===== src/rtl/ddrx_splitter_pkg.sv =====
// Shared definitions for the DDRx command burst splitter: FSM state encoding
// and the beat count used when a command arrives with a zero burst length.
package ddrx_splitter_pkg;

  typedef enum logic [0:0] {
    IDLE  = 1'b0,
    BURST = 1'b1
  } split_state_t;

  // A burst length of zero is issued as a single-word burst.
  localparam int unsigned ZERO_BURSTLEN_BEATS = 1;

endpackage : ddrx_splitter_pkg


===== src/rtl/ddrx_beat_out_reg.sv =====
// Single-entry registered output slot with valid/ready handshake.
// Loads a new payload whenever the slot is empty or being drained in the same
// cycle, so back-to-back beats flow at full throughput.
module ddrx_beat_out_reg #(
  parameter int PAYLOAD_W = 8
) (
  input  logic                 ctl_clk,
  input  logic                 ctl_reset_n,
  input  logic                 load,
  input  logic [PAYLOAD_W-1:0] payload_in,
  input  logic                 out_ready,
  output logic                 out_valid,
  output logic [PAYLOAD_W-1:0] payload_out,
  output logic                 load_ok
);

  assign load_ok = ~out_valid | out_ready;

  // Slot register: capture on load, otherwise retire when the consumer takes it.
  // NOTE: sequential state uses non-blocking assignments so every register
  // samples pre-edge values regardless of block evaluation order.
  always_ff @(posedge ctl_clk or negedge ctl_reset_n) begin
    if (!ctl_reset_n) begin
      out_valid   <= 1'b0;
      // NOTE: the payload is reset too (not just valid) because the beat
      // outputs must read zero while in reset.
      payload_out <= '0;
    end else if (load) begin
      out_valid   <= 1'b1;
      payload_out <= payload_in;
    end else if (out_ready) begin
      out_valid   <= 1'b0;
    end
  end

endmodule : ddrx_beat_out_reg


===== src/rtl/ddrx_cmd_burst_splitter.sv =====
// DDRx command burst splitter: turns each accepted burst command into a
// sequence of single-word beats in address order, pairing write beats with
// data taken from the write channel.
// Optional build macro DDRX_SPLIT_ADDR_WRAP_EN: when defined, only the low
// AVL_SIZE_WIDTH address bits advance (wrapping burst); otherwise the full
// address increments linearly and wraps modulo 2^AVL_ADDR_WIDTH.
module ddrx_cmd_burst_splitter
  import ddrx_splitter_pkg::*;
#(
  parameter int AVL_SIZE_WIDTH = 3,
  parameter int AVL_ADDR_WIDTH = 25,
  parameter int AVL_DATA_WIDTH = 32,
  parameter int LOCAL_ID_WIDTH = 8
) (
  input  logic                        ctl_clk,
  input  logic                        ctl_reset_n,
  // Command channel
  input  logic                        itf_cmd_valid,
  output logic                        itf_cmd_ready,
  input  logic                        itf_cmd,
  input  logic [AVL_ADDR_WIDTH-1:0]   itf_cmd_address,
  input  logic [AVL_SIZE_WIDTH-1:0]   itf_cmd_burstlen,
  input  logic [LOCAL_ID_WIDTH-1:0]   itf_cmd_id,
  // Write data channel
  input  logic                        itf_wr_data_valid,
  output logic                        itf_wr_data_ready,
  input  logic [AVL_DATA_WIDTH-1:0]   itf_wr_data,
  input  logic [AVL_DATA_WIDTH/8-1:0] itf_wr_data_byte_en,
  // Beat output channel
  output logic                        beat_valid,
  input  logic                        beat_ready,
  output logic                        beat_write,
  output logic [AVL_ADDR_WIDTH-1:0]   beat_address,
  output logic [AVL_DATA_WIDTH-1:0]   beat_data,
  output logic [AVL_DATA_WIDTH/8-1:0] beat_byte_en,
  output logic [LOCAL_ID_WIDTH-1:0]   beat_id,
  output logic                        beat_first,
  output logic                        beat_last,
  output logic                        busy
);

  localparam int BE_W      = AVL_DATA_WIDTH / 8;
  localparam int PAYLOAD_W = 1 + AVL_ADDR_WIDTH + AVL_DATA_WIDTH + BE_W + LOCAL_ID_WIDTH + 2;

  split_state_t                state;
  logic                        cmd_write;
  logic [AVL_ADDR_WIDTH-1:0]   base_addr;
  logic [LOCAL_ID_WIDTH-1:0]   cmd_id;
  logic [AVL_SIZE_WIDTH-1:0]   remaining;
  logic [AVL_SIZE_WIDTH-1:0]   beat_idx;

  logic                        load_ok;
  logic                        issue;
  logic                        last_beat;
  logic [AVL_ADDR_WIDTH-1:0]   next_addr;
  logic [AVL_DATA_WIDTH-1:0]   next_data;
  logic [BE_W-1:0]             next_be;
  logic [PAYLOAD_W-1:0]        payload_in;
  logic [PAYLOAD_W-1:0]        payload_out;

  assign itf_cmd_ready     = (state == IDLE);
  assign itf_wr_data_ready = (state == BURST) & cmd_write & load_ok;
  assign issue             = (state == BURST) & load_ok & (~cmd_write | itf_wr_data_valid);
  assign last_beat         = (remaining == AVL_SIZE_WIDTH'(1));
  assign busy              = (state != IDLE) | beat_valid;

`ifdef DDRX_SPLIT_ADDR_WRAP_EN
  logic [AVL_SIZE_WIDTH-1:0] wrap_low;
  assign wrap_low  = base_addr[AVL_SIZE_WIDTH-1:0] + beat_idx;
  assign next_addr = {base_addr[AVL_ADDR_WIDTH-1:AVL_SIZE_WIDTH], wrap_low};
`else
  assign next_addr = base_addr + AVL_ADDR_WIDTH'(beat_idx);
`endif

  // Beat payload: write beats carry channel data, read beats carry zeros.
  // NOTE: every signal driven here gets a value on every path, so no latch
  // is inferred.
  always_comb begin
    next_data = '0;
    next_be   = '0;
    if (cmd_write) begin
      next_data = itf_wr_data;
      next_be   = itf_wr_data_byte_en;
    end
  end

  assign payload_in = {cmd_write, next_addr, next_data, next_be, cmd_id,
                       (beat_idx == '0), last_beat};

  // Command FSM: latch the command in IDLE, count beats down in BURST.
  always_ff @(posedge ctl_clk or negedge ctl_reset_n) begin
    if (!ctl_reset_n) begin
      state     <= IDLE;
      cmd_write <= 1'b0;
      base_addr <= '0;
      cmd_id    <= '0;
      remaining <= '0;
      beat_idx  <= '0;
    end else begin
      case (state)
        IDLE: begin
          if (itf_cmd_valid) begin
            cmd_write <= itf_cmd;
            base_addr <= itf_cmd_address;
            cmd_id    <= itf_cmd_id;
            remaining <= (itf_cmd_burstlen == '0) ?
                         AVL_SIZE_WIDTH'(ZERO_BURSTLEN_BEATS) : itf_cmd_burstlen;
            beat_idx  <= '0;
            state     <= BURST;
          end
        end
        BURST: begin
          if (issue) begin
            remaining <= remaining - AVL_SIZE_WIDTH'(1);
            beat_idx  <= beat_idx + AVL_SIZE_WIDTH'(1);
            if (last_beat) state <= IDLE;
          end
        end
        default: state <= IDLE;
      endcase
    end
  end

  ddrx_beat_out_reg #(
    .PAYLOAD_W (PAYLOAD_W)
  ) u_beat_out_reg (
    .ctl_clk     (ctl_clk),
    .ctl_reset_n (ctl_reset_n),
    .load        (issue),
    .payload_in  (payload_in),
    .out_ready   (beat_ready),
    .out_valid   (beat_valid),
    .payload_out (payload_out),
    .load_ok     (load_ok)
  );

  assign {beat_write, beat_address, beat_data, beat_byte_en, beat_id,
          beat_first, beat_last} = payload_out;

endmodule : ddrx_cmd_burst_splitter


===== config.mk =====
export PLATFORM = sky130hd
export DESIGN_NAME = ddrx_cmd_burst_splitter
export DESIGN_NICKNAME = d
export VERILOG_FILES = /design/src/rtl/ddrx_splitter_pkg.sv /design/src/rtl/ddrx_beat_out_reg.sv /design/src/rtl/ddrx_cmd_burst_splitter.sv
export SDC_FILE = /design/constraint.sdc
export NUM_CORES = 1
export LEC_CHECK = 0
export CORE_MARGIN = 1.5
export CORE_UTILIZATION = 52
export CTS_CLUSTER_DIAMETER = 50
export CTS_CLUSTER_SIZE = 10
export DETAILED_ROUTE_END_ITERATION = 8
export PLACE_DENSITY = 0.87
export SETUP_SLACK_MARGIN = 0.15
export SLEW_MARGIN = 20
export SYNTH_ARGS = -nofsm -noshare
export SYNTH_HDL_FRONTEND = slang
export SYNTH_HIERARCHICAL = 1
export SYNTH_SLANG_ARGS = --single-unit

===== constraint.sdc =====
create_clock -name ctl_clk -period 4.32 [get_ports ctl_clk]
set_clock_uncertainty 0.1 [all_clocks]
set_input_delay 0.864 -clock ctl_clk [delete_from_list [all_inputs] [get_ports ctl_clk]]
set_output_delay 0.864 -clock ctl_clk [all_outputs]
set_load 0.01 [all_outputs]

==> impl_table.tex <==
\begin{tabular}{lr}
\hline
Metric & Value \\
\hline
\multicolumn{2}{l}{\textbf{Setup path}} \\
Cell count of the worst reg-to-reg path & 4 \\
CP required & 3.36 ns \\
CP max stage cell & sky130\_fd\_sc\_hd\_\_dfrtp\_1 \\
Category of the most critical setup path & flop to output pin \\
Data arrival at the endpoint of the critical path & 2.30 ns \\
Worst R2R End & u\_beat\_out\_reg/payload\_out[60] \\
Minimum setup slack among reg-to-reg paths & between 1.5 and 2 ns \\
Worst r2r src & cmd\_write \\
Setup crit start & cmd\_write \\
Sort of element at the end of the critical path & output pin \\
Largest driver fanout on the critical path & 40 \\
Series of cell instances along the critical path & and3\_1 > clkdlybuf4s50\_1 \\
Largest stage delay, worst path & 1.00 ns \\
Termination of the worst setup path & itf\_wr\_data\_ready \\
Critical Path Source Type & flop \\
\multicolumn{2}{l}{\textbf{Clocking}} \\
Clock tree from TritonCTS & yes \\
Worst-Skew Late Latency & just under 0.5 ns \\
Number of CTS-inserted buffers & 17 \\
Clock tree buffer depth & 2 \\
Count of cells resized by post-cts repair & 0 \\
CTS hold repair buffers & 0 \\
Clock-pin slew on the worst setup and hold paths & 0.06 ns \\
TritonCTS Sinks & roughly 110 \\
Number of post-CTS setup repair buffers & 0 \\
CTS HTree Levels & 4 \\
Clock root buffer & sky130\_fd\_sc\_hd\_\_clkbuf\_8 \\
\multicolumn{2}{l}{\textbf{GRT}} \\
Antenna violations before repair & 0 \\
Total grt overflow & 0 \\
Pin count of the biggest net entering global routing & 91 \\
Via count of the first global-routing pass & approximately 3800 \\
Overall Global Routing Usage & approximately 23\% \\
First-pass GRT wire length & 19.91 mm \\
\multicolumn{2}{l}{\textbf{STA}} \\
Setup TNS & 0 ns \\
Fin. Hold Viols & 0 \\
Maximum clock rate & just over 300 MHz \\
Number of endpoints failing setup at the final stage & 0 \\
Slew at the pin closest to its max-slew limit & 1.005 ns \\
Count of pins over their slew limit & 0 \\
Portion of the clock cycle consumed by the worst path in the final layout & $\sim$76\% \\
RSZ-0062 raised after global routing & false \\
Worst max-slew margin expressed relative to the limit & between 30\% and 40\% \\
Final min period & $\sim$3.3 ns \\
\multicolumn{2}{l}{\textbf{Synthesis}} \\
Total of warnings raised by yosys & 6 \\
Number of unique standard cell types used by synthesis & 32 \\
Syn Nets & roughly 470 \\
Synth Area per Inst & 14.27 um\^{}2 \\
Post-Synthesis Cells & 386 \\
Number of register bits inferred by synthesis & about 110 \\
Mapped cell area & around 0.0055 mm\^{}2 \\
Part of the Yosys area used for sequential elements & between 50\% and 60\% \\
\multicolumn{2}{l}{\textbf{Floorplan}} \\
Number of placement rows & 37 \\
DIE AREA & 0.01122 mm\^{}2 \\
Initial Utilization & a little over half \\
Io pins & between 150 and 200 \\
Core region area & 0.01028 mm\^{}2 \\
Width of the chip & 105.9 um \\
Die Y & about 110 um \\
\multicolumn{2}{l}{\textbf{Drt}} \\
Per-cell via count in the routed design & between 5 and 6 \\
DRC errors left & 0 \\
Routed vias & between 3000 and 4000 \\
Number of antenna-violating nets in the routed design & 0 \\
WL final & between 10 and 15 mm \\
Count of TritonRoute iterations in the first routing pass & 4 \\
First DRT Iteration DRCs & between 100 and 150 \\
Detailed-route wire length per cell & 17.79 um \\
\multicolumn{2}{l}{\textbf{Finish}} \\
Post-layout net count & approximately 630 \\
Area delta synth->final & 40.60\% \\
Number of antenna repair diodes & 0 \\
Post-layout instance area & 0.007744 mm\^{}2 \\
Share of layout cells above drive strength 1 & between 20 and 30\% \\
\multicolumn{2}{l}{\textbf{Power and ir drop}} \\
PnR Total Power & $\sim$6.3 mW \\
Max IR drop VDD & 0.4404 mV \\
LEAKAGE & roughly 3.5 nW \\
Power density cells & about 800 mW/mm\^{}2 \\
\multicolumn{2}{l}{\textbf{Job}} \\
Count of max-cap constraint violations & 0 \\
\multicolumn{2}{l}{\textbf{Placement}} \\
Buffers on Ports & 153 \\
Final HPWL from detailed placement & about 8.5 mm \\
Dpl cell area & $\sim$0.0071 mm\^{}2 \\
Final estimated routing congestion in global placement & approximately 0.80 \\
\multicolumn{2}{l}{\textbf{Worst hold path}} \\
Type of the tightest min-delay check & input pin to async pin \\
\multicolumn{2}{l}{\textbf{Status}} \\
Run status & complete, no violations \\
\hline
\end{tabular}
-- state kept, by name (all words and copies together) (netlist names) --
name                        flops
base_addr                      25
state                           1
u_beat_out_reg/payload_out     72
u_beat_out_reg/out_valid        1
beat_idx                        3
cmd_id                          8
cmd_write                       1
remaining                       3
-- cells by family (layout without fill, tap and decap cells) --
group,count (synthesis),after routing,synth area share [%]
AOI/OAI and AO/OA,15,15,1.726
and+or+nand+nor,95,95,10.40
adders and majority gates,8,8,1.954
DFF,114,114,51.79
muxes,106,106,26.37
xor gates and xnor gates,24,24,3.816
buffers and inverters,24,197,3.930
-- synthesized netlist by cell type (all sizes together) --
master / count / area share [%]
mux2: 106 / 26
o311ai: 1 / 0.16
dfrtp: 114 / 52
nand4: 9 / 1.3
and3: 6 / 0.70
xor2: 7 / 1.1
buf: 12 / 3.1
fa: 1 / 0.36
nand2b: 5 / 0.57
nand3: 10 / 0.91
or2: 1 / 0.11
and4: 2 / 0.32
ha: 7 / 1.6
o31ai: 1 / 0.14
and2: 39 / 4.4
nor4b: 1 / 0.43
o21a: 2 / 0.27
a21o: 2 / 0.27
clkbuf: 5 / 0.34
nor2: 8 / 0.55
a21oi: 5 / 0.52
nor2b: 3 / 0.34
nand2: 11 / 0.75
inv: 7 / 0.48
xnor2: 17 / 2.7
o21ai: 4 / 0.36
-- worst max-delay path: cells and delay by family, from the launching register on --
family | cells | cell delay (ns)
simple gates | 1 | 0.28
flops | 1 | 1.00
buf+inv | 1 | 0.53
-- cell usage in the layout (no fill, tap or decap), types with 2 or more instances in the layout --
cell type	netlist	routed
sky130_fd_sc_hd__a21oi_1	4	4
sky130_fd_sc_hd__mux2_4	69	69
sky130_fd_sc_hd__inv_1	7	7
sky130_fd_sc_hd__xor2_1	7	7
sky130_fd_sc_hd__ha_1	7	7
sky130_fd_sc_hd__buf_4	0	3
sky130_fd_sc_hd__mux2_2	37	37
sky130_fd_sc_hd__o21a_1	2	2
sky130_fd_sc_hd__o21ai_0	4	4
sky130_fd_sc_hd__xnor2_1	17	17
sky130_fd_sc_hd__a21o_1	2	2
sky130_fd_sc_hd__buf_12	7	2
sky130_fd_sc_hd__clkinv_4	0	4
sky130_fd_sc_hd__and4_1	2	2
sky130_fd_sc_hd__clkdlybuf4s50_1	0	152
sky130_fd_sc_hd__and2_1	39	38
sky130_fd_sc_hd__and3_1	5	5
sky130_fd_sc_hd__nand3_1	10	10
sky130_fd_sc_hd__nor2b_1	3	2
sky130_fd_sc_hd__nor2_1	8	8
sky130_fd_sc_hd__clkbuf_16	0	16
sky130_fd_sc_hd__dfrtp_1	114	114
sky130_fd_sc_hd__clkbuf_8	0	3
sky130_fd_sc_hd__nand4_1	8	8
sky130_fd_sc_hd__nand2b_1	5	5
sky130_fd_sc_hd__nand2_1	11	11
sky130_fd_sc_hd__bufinv_16	0	5
sky130_fd_sc_hd__clkinvlp_4	0	2
-- layout make-up --
cell class,instances,area (um^2)
clock buffers,20,445.4
repair buffers,158,1595
well taps,136,170.2
inverters,7,26.28
fillers,692,2534
clock inverters,12,205.2
multi-input cells,248,2449
flip-flops and latches,114,2853
-- worst min-delay path by stage --
stage	to	slack, ns	depth (start not counted)
after global routing	cmd_write	0.38	1
after global placement	u_beat_out_reg/payload_out[4]	0.38	1
after detailed placement	u_beat_out_reg/payload_out[32]	0.39	1
after floorplan	u_beat_out_reg/payload_out[2]	0.38	1
final	cmd_id[1]	0.31	1
after CTS	u_beat_out_reg/payload_out[9]	0.41	1
-- per-stage QoR --
step	cells	setup slack, ns	hold slack, ns	utilization (%)
after floorplan	386	2.020	0.3774	-
after global placement	663	1.205	0.3830	68.98
after detailed placement	663	1.180	0.3912	68.98
after CTS	695	1.020	0.4098	75.31
after global routing	695	0.8935	0.3822	75.35
final	695	1.056	0.3074	75.35
-- report_power, final --
| group | total, mW | internal (mW) | switching, mW | leakage [nW] |
|---|---|---|---|---|
| clock network | 1.52 | 1.03 | 0.488 | 0.311 |
| registers | 2.04 | 1.58 | 0.462 | 1.40 |
| logic | 2.70 | 1.72 | 0.986 | 1.77 |
-- routing by layer --
layer	up-vias	track usage, %	routed length (um)
met5	-	0	0
met4	0	7.529	112
met3	10	5.273	593
met2	114	39.05	6303
met1	1806	29.47	5356
li1	1650	-	-
No activity file was read; power rests on OpenSTA's default activity.
